`src/rtl/mem_bus_pkg.sv`:
```
`default_nettype none
// ============================================================================
//  mem_bus_pkg
//  Shared types and constants for the 16-bit word memory bus master.
//  Revision: 1.0
// ============================================================================
package mem_bus_pkg;

    localparam int          WORD_W    = 16;
    localparam logic [15:0] ADDR_STEP = 16'd2;

    typedef enum logic [2:0] {
        ST_IDLE  = 3'd0,
        ST_FETCH = 3'd1,
        ST_REQ   = 3'd2,
        ST_REL   = 3'd3,
        ST_FIN   = 3'd4
    } state_t;

endpackage
`default_nettype wire

```
`src/rtl/mem_hs_timeout.sv`:
```
`default_nettype none
// ============================================================================
//  mem_hs_timeout
//  Handshake-phase watchdog: counts enabled cycles, saturates at TIMEOUT.
//  Revision: 1.0
// ============================================================================
module mem_hs_timeout #(
    parameter int TO_W    = 8,
    parameter int TIMEOUT = 200
) (
    input  logic clk,
    input  logic rst,
    input  logic clear,
    input  logic enable,
    output logic expired
);

    localparam logic [TO_W-1:0] LIMIT = TO_W'(TIMEOUT);

    logic [TO_W-1:0] count;

    always_ff @(posedge clk) begin
        if (rst || clear) begin
            count <= '0;
        end else if (enable && (count != LIMIT)) begin
            count <= count + TO_W'(1);
        end
    end

    assign expired = (count == LIMIT);

endmodule
`default_nettype wire

```
`src/rtl/mem_burst_master.sv`:
```
`default_nettype none
// ============================================================================
//  mem_burst_master
//  Burst requester issuing sequential word accesses over a REQ/ACK handshake.
//  Revision: 1.0
// ============================================================================
module mem_burst_master
    import mem_bus_pkg::*;
#(
    parameter int LEN_W   = 8,
    parameter int TO_W    = 8,
    parameter int TIMEOUT = 200
) (
    input  logic              CLK,
    input  logic              RST,
    input  logic              CMD_VALID,
    output logic              CMD_READY,
    input  logic [WORD_W-1:0] CMD_ADDR,
    input  logic [LEN_W-1:0]  CMD_LEN,
    input  logic              CMD_WEN,
    input  logic [WORD_W-1:0] WR_DATA,
    input  logic              WR_VALID,
    output logic              WR_READY,
    output logic [WORD_W-1:0] RD_DATA,
    output logic              RD_VALID,
    output logic [WORD_W-1:0] M_ADDR,
    output logic [WORD_W-1:0] M_WDATA,
    input  logic [WORD_W-1:0] M_RDATA,
    output logic              M_REQ,
    output logic              M_WEN,
    input  logic              M_ACK,
    output logic              BUSY,
    output logic              DONE,
    output logic              ERR
);

    state_t              state;
    logic [WORD_W-1:0]   addr;
    logic [LEN_W-1:0]    remaining;
    logic                wen;
    logic                fetch_go;
    logic                to_clear;
    logic                to_en;
    logic                to_expired;

    assign CMD_READY = (state == ST_IDLE);
    assign WR_READY  = (state == ST_FETCH) && wen;
    assign fetch_go  = (state == ST_FETCH) && (!wen || WR_VALID);

    // Watchdog restarts on entry to each handshake phase
    assign to_clear = fetch_go || ((state == ST_REQ) && M_ACK);
    assign to_en    = (state == ST_REQ) || (state == ST_REL);

    mem_hs_timeout #(
        .TO_W    (TO_W),
        .TIMEOUT (TIMEOUT)
    ) u_timeout (
        .clk     (CLK),
        .rst     (RST),
        .clear   (to_clear),
        .enable  (to_en),
        .expired (to_expired)
    );

    always_ff @(posedge CLK) begin
        if (RST) begin
            state     <= ST_IDLE;
            addr      <= '0;
            remaining <= '0;
            wen       <= 1'b0;
            RD_DATA   <= '0;
            RD_VALID  <= 1'b0;
            M_ADDR    <= '0;
            M_WDATA   <= '0;
            M_REQ     <= 1'b0;
            M_WEN     <= 1'b0;
            BUSY      <= 1'b0;
            DONE      <= 1'b0;
            ERR       <= 1'b0;
        end else begin
            DONE     <= 1'b0;
            RD_VALID <= 1'b0;
            case (state)
                ST_IDLE: begin
                    if (CMD_VALID) begin
                        addr      <= CMD_ADDR;
                        remaining <= CMD_LEN;
                        wen       <= CMD_WEN;
                        ERR       <= 1'b0;
                        BUSY      <= 1'b1;
                        state     <= (CMD_LEN == '0) ? ST_FIN : ST_FETCH;
                    end
                end
                ST_FETCH: begin
                    if (fetch_go) begin
                        M_ADDR <= addr;
                        M_REQ  <= 1'b1;
                        M_WEN  <= wen;
                        if (wen) begin
                            M_WDATA <= WR_DATA;
                        end
                        state <= ST_REQ;
                    end
                end
                ST_REQ: begin
                    if (M_ACK) begin
                        M_REQ <= 1'b0;
                        M_WEN <= 1'b0;
                        if (!wen) begin
                            RD_DATA  <= M_RDATA;
                            RD_VALID <= 1'b1;
                        end
                        state <= ST_REL;
                    end else if (to_expired) begin
                        M_REQ <= 1'b0;
                        M_WEN <= 1'b0;
                        ERR   <= 1'b1;
                        state <= ST_FIN;
                    end
                end
                ST_REL: begin
                    if (!M_ACK) begin
                        addr      <= addr + ADDR_STEP;
                        remaining <= remaining - LEN_W'(1);
                        state     <= (remaining == LEN_W'(1)) ? ST_FIN : ST_FETCH;
                    end else if (to_expired) begin
                        ERR   <= 1'b1;
                        state <= ST_FIN;
                    end
                end
                ST_FIN: begin
                    DONE  <= 1'b1;
                    BUSY  <= 1'b0;
                    state <= ST_IDLE;
                end
                default: state <= ST_IDLE;
            endcase
        end
    end

endmodule
`default_nettype wire

```
`config.mk`:
```
export PLATFORM = sky130hd
export DESIGN_NAME = mem_burst_master
export DESIGN_NICKNAME = d
export VERILOG_FILES = /design/src/rtl/mem_bus_pkg.sv /design/src/rtl/mem_hs_timeout.sv /design/src/rtl/mem_burst_master.sv
export SDC_FILE = /design/constraint.sdc
export NUM_CORES = 1
export LEC_CHECK = 0
export ABC_AREA = 1
export CORE_AREA = 2 2 98 100
export CTS_CLUSTER_SIZE = 8
export DETAILED_ROUTE_END_ITERATION = 8
export DIE_AREA = 0 0 100 102
export GPL_ROUTABILITY_DRIVEN = 0
export HOLD_SLACK_MARGIN = 0.05
export PLACE_DENSITY = 0.78
export SYNTH_ARGS = -nofsm -noshare
export SYNTH_HDL_FRONTEND = slang
export SYNTH_HIERARCHICAL = 1
export SYNTH_SLANG_ARGS = --single-unit
```
`constraint.sdc`:
```
create_clock -name CLK -period 1.9 [get_ports CLK]
set_input_delay 0.475 -clock CLK [delete_from_list [all_inputs] [get_ports CLK]]
set_output_delay 0.475 -clock CLK [all_outputs]
set_load 0.01 [all_outputs]
```
# Yosys cells after proc, flatten, opt, wreduce, memory -nomap -nowiden
# Cells that the tools add are included.
# classes
n_reduce_logical,25
add_sub_neg,3
eq_ne,13
n_bitwise,3
mux,29
# ops
operator,n
two-way mux 16 bit,2
case mux 16 bit (2 select lines),1
two-way mux 3 bit,7
adder 16 x 2 -> 16 bit (second input constant),1
two-way mux 8 bit,2
case mux 8 bit (2 select lines),1
case mux 3 bit (4 select lines),1
AND reduction 3 bit,4
two-way mux 1 bit,11
!= test 2 bit (second input constant),5
adder 8 x 1 -> 8 bit (second input constant),1
== test 8 x 1 -> 1 bit (second input constant),1
== test 8 bit (second input constant),1
logical NOT 8 bit,1
!= test 8 bit (second input constant),1
AND reduction 2 bit,4
subtractor 8 x 1 -> 8 bit (second input constant),1
== test 3 x 2 -> 1 bit (second input constant),2
case mux 1 bit (2 select lines),3
nonzero test 2 bit,3
logical AND 1 bit,4
logical OR 1 bit,4
AND reduction 4 bit,1
== test 3 x 1 -> 1 bit (second input constant),1
other kinds (8),10
# word_totals
out_inout_bits,56
ff_bits,90
wordCells,87
input_bits,62

# Longest topological paths before layout
# Gate-level depths: netlist (run 1).
# depth
ltp_word,5
depth_mapped,10
mapped_depth_nobuf,9

# Hierarchy
# The synthesis (run 1) kept the hierarchy.
# by_module_without_submodules
mod,instances,seq_area_each_um2,cells_per_inst,area_each_um2
mem_burst_master,1,1641.6,528,3753.6
mem_hs_timeout,1,160.2,78,494.2

# Least setup slack after synthesis (run 1)
# No wires, ideal clock.
# synth_path
path_type,register to register
startpoint,register state[1]
endpoint,register u_timeout.count[7]
required_ns,1.830
period_less_slack_ns,1.414
path_buffers,0
arrival_time_ns,1.345
setup_time_ns,0.070
path_stages_with_launch,7
path_slack_ns,0.486
cell_sequence,dfxtp_1 inv_1 nor2_1 inv_1 nor2_2 nand2_1 a21oi_1
# synth_via
word_cells_on_any_way,9
cone_classes,eq/ne: 3; reduce/logical: 6
# synth_rtl
item,line,rtl
start: declaration,mem_burst_master.sv:37,state_t state;
start signal: assignment,mem_burst_master.sv:91,state <= (CMD_LEN == '0) ? ST_FIN : ST_FETCH;
start signal: assignment,mem_burst_master.sv:125,state <= (remaining == LEN_W'(1)) ? ST_FIN : ST_FETCH;
== test 3 x 2 -> 1 bit,mem_burst_master.sv:52,assign to_en = (state == ST_REQ) || (state == ST_REL);
logical OR 1 bit *,mem_burst_master.sv:52,
named net to_en,mem_burst_master.sv:43,logic to_en;
logical AND 1 bit *,mem_hs_timeout.sv:25,end else if (enable && (count != LIMIT)) begin
end signal: assignment,mem_hs_timeout.sv:26,count <= count + TO_W'(1);
end: declaration,mem_hs_timeout.sv:20,logic [TO_W-1:0] count;
# Mark *: on every way through the listed nets, which the timed path passes. The rest lies on a longest branch.
# A chain may end at the register's enable or synchronous reset.

# Worst setup path after layout (run 1)
# layout_path
startpoint,register state[0]
endpoint,output port CMD_READY
# layout_via
elab_chain_cells,1
# layout_lines
item,line,rtl
logical NOT 3 bit,mem_burst_master.sv:46,assign CMD_READY = (state == ST_IDLE);
end: declaration,mem_burst_master.sv:17,"output logic CMD_READY,"
# Every way passes these cells.

==> metrics.md, run 1 <==
| Metric | Value |
|---|---|
| Post-DRT Antenna Nets | 0 |
| Share of the synthesized area in the top cell type | 0.424 |
| Clk Latency, worst-skew pair | around 360 ps |
| Layout cells sized above 1 | 0.0848 |
| Mapped Area | between 4000 and 5000 µm² |
| WL/cell | around 14 µm |
| Setup Viol. Count Final | 0 |
| Worst Setup SP | state[0] |
| DRC | 0 |
| Die W | 100 µm |
| Final Net Count | ~790 |
| Final Hold Slack | between 400 and 500 ps |
| DR vias | 4425 |
| Sequential area share after synthesis | 0.424 |
| Detail-routed via count per cell | 5.26 |
| Initial antenna violation count | 0 |
| Worst path slowest cell | dfxtp_1 |
| Ys async rst share | 0 |
| Worst r2r path cells | 8 |
| TritonCTS Buffers | 9 |
| Post-synth EDFFs | 0 |
| Crit path time final | 1820 ps |
| Crit end category | primary output |
| Power per cell area | 828 nW/µm² |
| Post-synthesis area per instance | between 7 and 8 µm² |
| Crit path to | CMD_READY |
| Peak supply drop | between 0.0003 and 0.0004 V |
| DP HPWL | between 8 and 9 mm |
| RSZ-0062 raised after global routing | false |
| First-pass GRT wire length | between 15 and 20 mm |
| Fin Clk Skew | roughly 12 ps |
| Vias in the first global route | between 4000 and 5000 |
| Power, Total | 4.78 mW |
| Top cells by area, synth | dfxtp_1 42%, nand2_1 12%, a21oi_1 9.7%, nand3_1 6.8%, nor2_1 6.5% |
| Hold Path Stages | 2 |
| Clock-pin slew on the worst setup and hold paths | 90 ps |
| CTS root buf | clkbuf_8 |
| Worst r2r src | state[2] |
| # placed instances | 826 |
| Top-count cell post-synth | nand2_1 |
| Num rows | 35 |
| Die H | between 100 and 150 µm |
| Netlist cell types | 30 |
| H-tree levels | 3 |
| Final hold viol count | 0 |
| GRT overflow | 0 |
| Max-slew violation count | 0 |
| Final Cycle Share | 0.958 |
| Outcome | finished, final reports clean |
| Worst EP required | around 1400 ps |
| Worst Setup Start Kind | register |
| CTS tree | done |
| Synth-to-Final Area Change | 35.8% |
| Worst Path Max Fanout | 3 |
| Port bufs | roughly 120 |
| Top-Level Pins | around 120 |
| Hold WC Path Type | reg -> reg |
| Pin count of the biggest net entering global routing | 38 |
| Number of max-cap violations | 0 |
| Largest stage delay on the critical path | ~330 ps |
| Worst slew pin tran | 388 ps |
| Total clock sinks | 90 |
| Starting Density | 0.466 |
| Mapped Nets | 673 |
| WP data arrival | around 1400 ps |
| Hold Buf Count CTS | 0 |
| Max clock buf depth | 2 |
| Routed WL | about 11 mm |
| Iter 0 DRT Violations | about 160 |
| Prevailing post-synth register cell | dfxtp_1 |
| Max_slew headroom | 0.741 |
| CP Class | reg -> out |
| Synth warnings | 6 |
| Mapped Cells | between 600 and 700 |
| Non-filler instance count after layout | 842 |
| Worst R2R End | addr[12] |
| DR pass1 iterations | 5 |
| Reg2reg setup slack | 200 ps |
| ANT cells | 0 |
| Seq cells post-synth | 90 |
| Maximum clock rate | around 0.55 GHz |
| Die ar. | between 10000 and 15000 µm² |
| Yosys top cell by area | dfxtp_1 |
| Core area | 9110 µm² |
| Synth cell count leaders | 138 x nand2_1, 90 x dfxtp_1, 82 x a21oi_1 |
| CP Cell Sequence | inv_1, buf_4, nand2_1, nor2_4, dlygate4sd2_1 |
| P_leak | approximately 2.1 nW |
| Gr usage total | 0.228 |
critical path, delay by kind of cell, from the launching register on:
family | cells | cell delay (ps)
AND/OR/NAND/NOR | 2 | 180
buffers and inverters | 3 | 480
flip-flops | 1 | 330
repair_timing:
action | in CTS | in global routing
buffers inserted | 0 | 0
endpoints found under the setup margin | 2 | 1
gates resized for setup | 3 | 2
state kept, by name, indices dropped and copies added, names as in the netlist:
signal	flops
ERR	1
BUSY	1
wen	1
RD_DATA	16
DONE	1
remaining	8
M_WDATA	16
M_REQ	1
RD_VALID	1
M_WEN	1
M_ADDR	16
state	3
u_timeout/count	8
addr	16
kinds of logic after synthesis:
logic type / Yosys count / share of synthesized area
AOI/OAI and AO/OA: 134 / 0.165
buffers and inverters: 71 / 0.0748
adders and majority gates: 5 / 0.0147
and+or+nand+nor: 298 / 0.305
xor gates and xnor gates: 8 / 0.0165
DFF: 90 / 0.424
area by class of cell:
type	count	area [µm²]
Timing Repair Buffer	136	1330
Inverter	44	166
Sequential cell	90	1800
Clock buffer	10	128
Clock inverter	6	72.6
Multi-Input combinational cell	445	2130
Tap cell	111	139
Fill cell	815	3340
placed cells by master, fill, tap and decap left out, types with 3 or more instances in the layout:
cell	n
nand3_1	58
inv_1	38
clkdlybuf4s50_1	115
nand4_1	8
clkbuf_8	9
inv_2	5
ha_1	5
nand2_1	138
nand2_2	4
nand2_4	3
nor2_2	6
a31oi_1	3
nor2_1	73
buf_4	17
nand3_2	3
xor2_1	6
a21oi_1	82
dfxtp_1	90
o21ai_0	45
report_power, final:
group          leakage, nW  internal (mW)  switching (mW)
combinational         1.30          0.571           0.672
clock               0.0975          0.623           0.711
sequential           0.734           2.07           0.139
worst min-delay path by stage:
stage | start | end | slack (ps)
after floorplan | addr[0] | addr[0] | 440
after CTS | ERR | ERR | 460
final | ERR | ERR | 460
after global routing | M_WDATA[0] | M_WDATA[0] | 490
after detailed placement | ERR | ERR | 450
after global placement | M_WDATA[1] | M_WDATA[1] | 450
metrics by stage:
step | setup TNS, ps | cell area, µm² | utilization | setup WS, ps
3_5_place_dp | -70.3 | 5570 | 0.612 | -42.5
6_report | 0 | 5770 | 0.634 | 78.9
5_1_grt | 0 | 5770 | 0.634 | 15.7
2_1_floorplan | 0 | 4250 | - | 486
4_1_cts | 0 | 5770 | 0.634 | 7.01
3_3_place_gp | 0 | 5570 | 0.612 | 11.9
metal layers:
metal	wire length [µm]	track usage	vias to the layer above
li1	-	-	2234
met1	4840	0.277	2019
met2	5450	0.385	152
met3	883	0.0657	20
met4	230	0.0896	0
met5	0	0	-
Power figures use the tool's default switching activity.
==> inputs of run 2 (changes only) <==
--- a/config.mk
+++ b/config.mk
@@ -6,13 +6,14 @@
 export NUM_CORES = 1
 export LEC_CHECK = 0
 export ABC_AREA = 1
-export CORE_AREA = 2 2 98 100
+export CORE_AREA = 5 5 101 103
 export CTS_CLUSTER_SIZE = 8
 export DETAILED_ROUTE_END_ITERATION = 8
-export DIE_AREA = 0 0 100 102
+export DIE_AREA = 0 0 106 108
 export GPL_ROUTABILITY_DRIVEN = 0
 export HOLD_SLACK_MARGIN = 0.05
 export PLACE_DENSITY = 0.78
+export SLEW_MARGIN = 20
 export SYNTH_ARGS = -nofsm -noshare
 export SYNTH_HDL_FRONTEND = slang
 export SYNTH_HIERARCHICAL = 1
==> run 2 against run 1 <==
Via count grew 0.72%. Worst setup slack gained 61 ps. Cell area grew 0.59%. Non-clock buffer count grew 3. Total power grew 0.41%. Sequential power is essentially flat. Global-route usage shrank 2.0 points. Clock-buffer cell count is the same. Clock skew shrank 4.7 ps. Maximum frequency grew 3.4%.
==> metrics.md, run 2 (synthesized netlist as in run 1, its figures left out) <==
| Metric | Value |
|---|---|
| Die W | 106 µm (+6.0%) |
| Worst R2R End | addr[5] |
| Fin Clk Skew | 7.25 ps (-4.66 ps) |
| Final hold viol count | 0 (unchanged) |
| Max_slew headroom | 0.753 (+0.0114) |
| Routed WL | 11.8 mm (+3.4%) |
| # placed instances | 829 (+0.36%) |
| CP Class | reg -> out |
| Outcome | finished, final reports clean |
| Hold Path Stages | 2 (unchanged) |
| Total clock sinks | 90 (unchanged) |
| Port bufs | 117 (unchanged) |
| Worst Path Max Fanout | 2 (-1) |
| DR vias | 4457 (+0.72%) |
| Vias in the first global route | 4290 (+2.0%) |
| Final Hold Slack | 464 ps (+1.85 ps) |
| Synth-to-Final Area Change | 36.6% |
| Most frequent cells in the layout | 138 x nand2_1, 115 x clkdlybuf4s50_1, 90 x dfxtp_1, 82 x a21oi_1, 73 x nor2_1 |
| Clock network fraction of total power | 0.280 (about the same) |
| RSZ-0062 raised after global routing | false |
| Clock-pin slew on the worst setup and hold paths | 100 ps (about the same) |
| Hold Buf Count CTS | 0 (unchanged) |
| Top-Level Pins | 118 (unchanged) |
| Setup Viol. Count Final | 0 (unchanged) |
| Worst r2r path cells | 10 (+2) |
| Hold Crit Endpoint | RD_DATA[9] |
| WP data arrival | 1290 ps (-60 ps) |
| Starting Density | 0.466 (unchanged) |
| DRC | 0 (unchanged) |
| CTS root buf | clkbuf_8 |
| Initial antenna violation count | 0 (unchanged) |
| GRT overflow | 0 (unchanged) |
| Pin count of the biggest net entering global routing | 36 (-5.3%) |
| First-pass GRT wire length | 19.7 mm (+3.4%) |
| Kind of cell adding the most delay to the critical path | buffers and inverters |
| Worst slew pin tran | 370 ps (-17.1 ps) |
| Clk Latency, worst-skew pair | 350 ps (about the same) |
| Post-DRT Antenna Nets | 0 (unchanged) |
| WL/cell | 14.0 µm (+3.0%) |
| Worst Path Buf+Inv | 1 (-2) |
| Gr usage total | 0.208 (-0.0202) |
| Setup TNS | 0 ps (unchanged) |
| P_leak | 2.15 nW (+0.89%) |
| Max clock buf depth | 2 (unchanged) |
| DR pass1 iterations | 5 (unchanged) |
| Die ar. | 11400 µm² (+12%) |
| Startpoint of the worst hold path | RD_DATA[9] |
| Leading cell type in the layout, fill and taps excluded | nand2_1 |
| TritonCTS Buffers | 9 (unchanged) |
| Int Power | 3.27 mW (+0.22%) |
| Die H | 108 µm (+5.9%) |
| H-tree levels | 3 (unchanged) |
| Largest stage delay on the critical path | 590 ps (+260 ps) |
| Worst r2r src | state[0] |
| CTS tree | done |
| Sequential power share | 0.459 (-0.002) |
| Worst path slowest cell | clkdlybuf4s50_1 |
| CP Cell Sequence | clkdlybuf4s50_1 |
| Hold WC Path Type | reg -> reg |
| Worst EP required | 1420 ps (about the same) |
| Setup bufs post-CTS | 0 (unchanged) |
| Final Cycle Share | 0.927 (-0.0319) |
| Layout cells sized above 1 | 0.0899 (+0.00510) |
| Sw Share | 0.319 (+0.00125) |
| Power per cell area | 827 nW/µm² (-0.18%) |
| Peak supply drop | 0.000510 V (+40%) |
| Crit path time final | 1760 ps (-60.6 ps) |
| DP HPWL | 8.86 mm (+4.9%) |
| Core area | 9110 µm² (unchanged) |
| Num rows | 35 (unchanged) |
| Net Switching | 1.53 mW (+0.80%) |
| Logic gate share of total power | 0.260 (about the same) |
| Detail-routed via count per cell | 5.27 (+0.37%) |
| Max-slew violation count | 0 (unchanged) |
| Maximum clock rate | 0.568 GHz (+3.4%) |
| Final Net Count | 796 (+0.38%) |
| Non-filler instance count after layout | 845 (+0.36%) |
| Number of max-cap violations | 0 (unchanged) |
| ANT cells | 0 (unchanged) |
| Iter 0 DRT Violations | 234 (+51%) |
| Crit end category | primary output |
| Worst Setup Start Kind | register |
| Reg2reg setup slack | 210 ps (about the same) |
-- run 2: cell count changes in the layout (fill, tap and decap cells not counted) --
cell | previous run | this run
buf_12 | 2 | 3
buf_2 | 0 | 1
buf_4 | 17 | 19
dlygate4sd2_1 | 1 | 0
inv_6 | 2 | 1
inv_8 | 0 | 1
-- run 2: routing by layer --
metal	part of all wire	vias up	wire length (µm)	GRT usage
met3	0.093	20	1090	0.0872
met2	0.48	161	5680	0.359
li1	-	2230	-	-
met1	0.41	2046	4790	0.239
met5	0	-	0	0
met4	0.020	0	237	0.0527
-- run 2: layout make-up --
type,count,area (µm²)
well taps,111,139
flip-flops and latches,90,1800
clock buffers,10,128
multi-input cells,445,2130
clock inverters,6,75.1
inverters,44,166
repair buffers,139,1360
fillers,828,3300
-- run 2: power by group through the flow --
stage               registers, mW  logic, mW  clock network, mW
floorplan                    2.26      0.679                  0
global placement             2.24       1.23                  0
detailed placement           2.25       1.26                  0
CTS                          2.20       1.26               1.38
global route                 2.23       1.39               1.46
finish                       2.21       1.25               1.35
-- run 2: how the worst max path moves through the flow --
stage / startpoint / to / slack (ps) / cells after the start
floorplan: state[1] / u_timeout/count[7] / 490 / 6
global placement: M_ACK / addr[15] / 30 / 8
detailed placement: M_ACK / addr[5] / -30 / 7
CTS: state[0] / WR_READY / 2 / 5
global route: state[0] / WR_READY / 30 / 5
finish: BUSY / BUSY / 140 / 1
-- run 2: stage by stage --
stage | setup slack (ps) | utilization | power (mW) | area [µm²]
floorplan | 486 | - | 2.94 | 4250
global placement | 27.4 | 0.616 | 3.46 | 5610
global route | 32.4 | 0.637 | 5.08 | 5800
CTS | 1.70 | 0.638 | 4.84 | 5810
finish | 140 | 0.637 | 4.80 | 5800
detailed placement | -30.4 | 0.616 | 3.50 | 5610
-- run 2: repair_timing --
action	4_1_cts	5_1_grt
hold endpoints to repair	0	0
endpoints found under the setup margin	2	2
gates resized for setup	4	4
==> inputs of run 3 (changes only) <==
--- a/config.mk
+++ b/config.mk
@@ -6,15 +6,14 @@
 export NUM_CORES = 1
 export LEC_CHECK = 0
 export ABC_AREA = 1
-export CORE_AREA = 5 5 101 103
+export CORE_AREA = 5 5 99 101
 export CTS_CLUSTER_SIZE = 8
 export DETAILED_ROUTE_END_ITERATION = 8
-export DIE_AREA = 0 0 106 108
+export DIE_AREA = 0 0 104 106
 export GPL_ROUTABILITY_DRIVEN = 0
 export HOLD_SLACK_MARGIN = 0.05
-export PLACE_DENSITY = 0.78
+export PLACE_DENSITY = 0.79
 export SLEW_MARGIN = 20
 export SYNTH_ARGS = -nofsm -noshare
 export SYNTH_HDL_FRONTEND = slang
-export SYNTH_HIERARCHICAL = 1
 export SYNTH_SLANG_ARGS = --single-unit
==> run 3 against run 2 <==
Maximum frequency is 0.71% lower. Worst setup slack got worse by 13 ps. Largest cell class unchanged. Clock power increased by 14%. Sequential share of layout area increased by 0.73 points. Global-route usage barely moved. Cell area fell by 2.3%. Clock skew up 5.9 ps. Core utilization decreased by 0.24 points. Routed wire length is 1.3% lower. Non-clock buffer count is 3 lower. Synthesized cell count decreased by 4.0%. Critical endpoint is now CMD_READY.
==> metrics.md, run 3 <==
| Metric | Value |
|---|---|
| Sequential area share after synthesis | 0.437 (+0.0125) |
| Max_slew headroom | 0.599 (-0.154) |
| Maximum clock rate | 0.564 GHz (-0.71%) |
| Final hold viol count | 0 (unchanged) |
| CP Class | reg -> out |
| Routed WL | 11.6 mm (-1.3%) |
| Power per cell area | 855 nW/µm² (+3.3%) |
| First-pass GRT wire length | 19.1 mm (-3.0%) |
| Most frequent cells in the layout | 129 x nand2_1, 114 x clkdlybuf4s50_1, 90 x dfxtp_1, 83 x a21oi_1, 71 x nor2_1 |
| Mapped Area | 4130 µm² (-2.9%) |
| Crit path time final | 1770 ps (+12.6 ps) |
| Max-slew violation count | 0 (unchanged) |
| Gr usage total | 0.208 (-0.000432) |
| Worst setup margin | 127 ps (-12.6 ps) |
| WL/cell | 14.3 µm (+2.1%) |
| DR vias | 4252 (-4.6%) |
| Hold WC Path Type | reg -> reg |
| H-tree levels | 3 (unchanged) |
| CTS root buf | clkbuf_8 |
| Crit end category | primary output |
| Die ar. | 11000 µm² (-3.7%) |
| Starting Density | 0.462 (-0.00444) |
| Reg2reg setup slack | 270 ps (+60 ps) |
| Top-Level Pins | 118 (unchanged) |
| Initial antenna violation count | 0 (unchanged) |
| Area post-placement | 5450 µm² (-2.9%) |
| Synth warnings | 0 (-6) |
| Worst EP required | 1420 ps (about the same) |
| Vias in the first global route | 4082 (-4.8%) |
| GRT overflow | 0 (unchanged) |
| Fin Clk Skew | 13.1 ps (+5.85 ps) |
| Power, Total | 4.85 mW (+0.98%) |
| DP HPWL | 8.61 mm (-2.8%) |
| Post-synth EDFFs | 0 (unchanged) |
| Detail-routed via count per cell | 5.20 (-1.3%) |
| Setup bufs post-CTS | 0 (unchanged) |
| DRC | 0 (unchanged) |
| Worst slew pin tran | 602 ps (+232 ps) |
| Ys async rst share | 0 (unchanged) |
| Share of the synthesized area in the top cell type | 0.437 (+0.0125) |
| Largest stage delay on the critical path | 370 ps (-220 ps) |
| P_leak | 2.14 nW (-0.59%) |
| Port bufs | 117 (unchanged) |
| Mapped Nets | 649 (-3.6%) |
| CTS tree | done |
| Total clock sinks | 90 (unchanged) |
| Netlist cell types | 33 (+10%) |
| Final Net Count | 769 (-3.4%) |
| WP data arrival | 1300 ps (about the same) |
| Clk Latency, worst-skew pair | 360 ps (about the same) |
| Number of max-cap violations | 0 (unchanged) |
| CP Cell Sequence | nor2_2, nand2_2, inv_2, dlygate4sd2_1 |
| Setup WS pre-CTS | 96.3 ps (+127 ps) |
| Pin count of the biggest net entering global routing | 53 (+47%) |
| Worst Path Buf+Inv | 2 (+1) |
| Worst Path Max Fanout | 5 (+3) |
| Final Cycle Share | 0.933 (+0.00665) |
| Setup Viol. Count Final | 0 (unchanged) |
| Setup TNS | 0 ps (unchanged) |
| Yosys top cell by area | dfxtp_1 |
| Clock-pin slew on the worst setup and hold paths | 80 ps (-20 ps) |
| Core area | 8930 µm² (-1.9%) |
| Outcome | finished, final reports clean |
| Hold Buf Count CTS | 0 (unchanged) |
| Die W | 104 µm (-1.9%) |
| Prevailing post-synth register cell | dfxtp_1 |
| Num rows | 35 (unchanged) |
| Layout cells sized above 1 | 0.0864 (-0.00352) |
| Top cells by area, synth | dfxtp_1 44%, nand2_1 12%, a21oi_1 10%, nand3_1 6.9%, nor2_1 6.5% |
| Worst Setup Start Kind | register |
| Mapped Cells | 582 (-4.0%) |
| Utilization after layout | 0.635 (-0.00235) |
| Synth-to-Final Area Change | 37.4% |
| Synth cell count leaders | 129 x nand2_1, 90 x dfxtp_1, 83 x a21oi_1 |
| ANT cells | 0 (unchanged) |
| Worst path slowest cell | dfxtp_1 |
| Seq cells post-synth | 90 (unchanged) |
| Top-count cell post-synth | nand2_1 |
| Post-DRT Antenna Nets | 0 (unchanged) |
| # placed instances | 802 (-3.3%) |
| Die H | 106 µm (-1.9%) |
| RSZ-0062 raised after global routing | false |
| Kind of cell adding the most delay to the critical path | flip-flops |
| Non-filler instance count after layout | 817 (-3.3%) |
| DR pass1 iterations | 4 (-1) |
| Iter 0 DRT Violations | 294 (+26%) |
| Cell area after layout | 5670 µm² (-2.3%) |
| TritonCTS Buffers | 9 (unchanged) |
| Max clock buf depth | 2 (unchanged) |
| Final Hold Slack | 464 ps (+0.628 ps) |
| Post-synthesis area per instance | 7.09 µm² (+1.1%) |
| Leading cell type in the layout, fill and taps excluded | nand2_1 |
| Peak supply drop | 0.000497 V (-2.6%) |
==> run 3: changes by cell type after synthesis, sizes merged, moves of 3 or more <==
cell,delta
inv,-11
nand2,-9
nand4,-4
nor2,-5
nor3,+3
o21ai,+5
xor2,-3
==> run 3: cells by family (layout without fill, tap and decap cells) <==
group | Yosys count | in the layout | synth area share
simple gates | 283 | 283 | 0.297
buf+inv | 59 | 183 | 0.0637
flops | 90 | 90 | 0.437
xor+xnor | 4 | 4 | 0.00849
fa+ha+maj | 5 | 5 | 0.0152
compound gates | 141 | 141 | 0.179
==> run 3: routing by layer <==
metal  up-vias  GRT usage  part of all wire
li1       2167          -                 -
met1      1944      0.261              0.44
met2       123      0.353              0.49
met3        18     0.0383             0.049
met4         0     0.0786             0.021
met5         -          0                 0
==> run 3: worst min-delay path: stages, from the launching register on <==
cell and delay [ps]:
dfxtp_1 320, nand2_1 60, a21oi_1 50
==> run 3: what timing repair did <==
item | in CTS | in global routing
hold endpoints to repair | 0 | 0
gates resized for setup | 2 | 2
endpoints found under the setup margin | 2 | 1
==> run 3: cell type report <==
type | count | area, µm²
Clock buffer | 10 | 128
Clock inverter | 5 | 104
Fill cell | 796 | 3260
Multi-Input combinational cell | 433 | 2060
Sequential cell | 90 | 1800
Timing Repair Buffer | 136 | 1320
Tap cell | 111 | 139
Inverter | 32 | 123
==> run 3: path summary, 6_finish.rpt <==
path         cells after the start      endpoint   startpoint
max                              4     CMD_READY     state[2]
min                              2   M_WDATA[15]  M_WDATA[15]
max reg2reg                      7  remaining[1]     state[1]
min reg2reg                      2   M_WDATA[15]  M_WDATA[15]
==> run 3: where the power goes <==
group	internal, mW	total, mW	switching [mW]
registers	2.05	2.19	0.132
clock network	0.868	1.54	0.672
logic	0.516	1.12	0.606
total	3.44	4.85	1.41
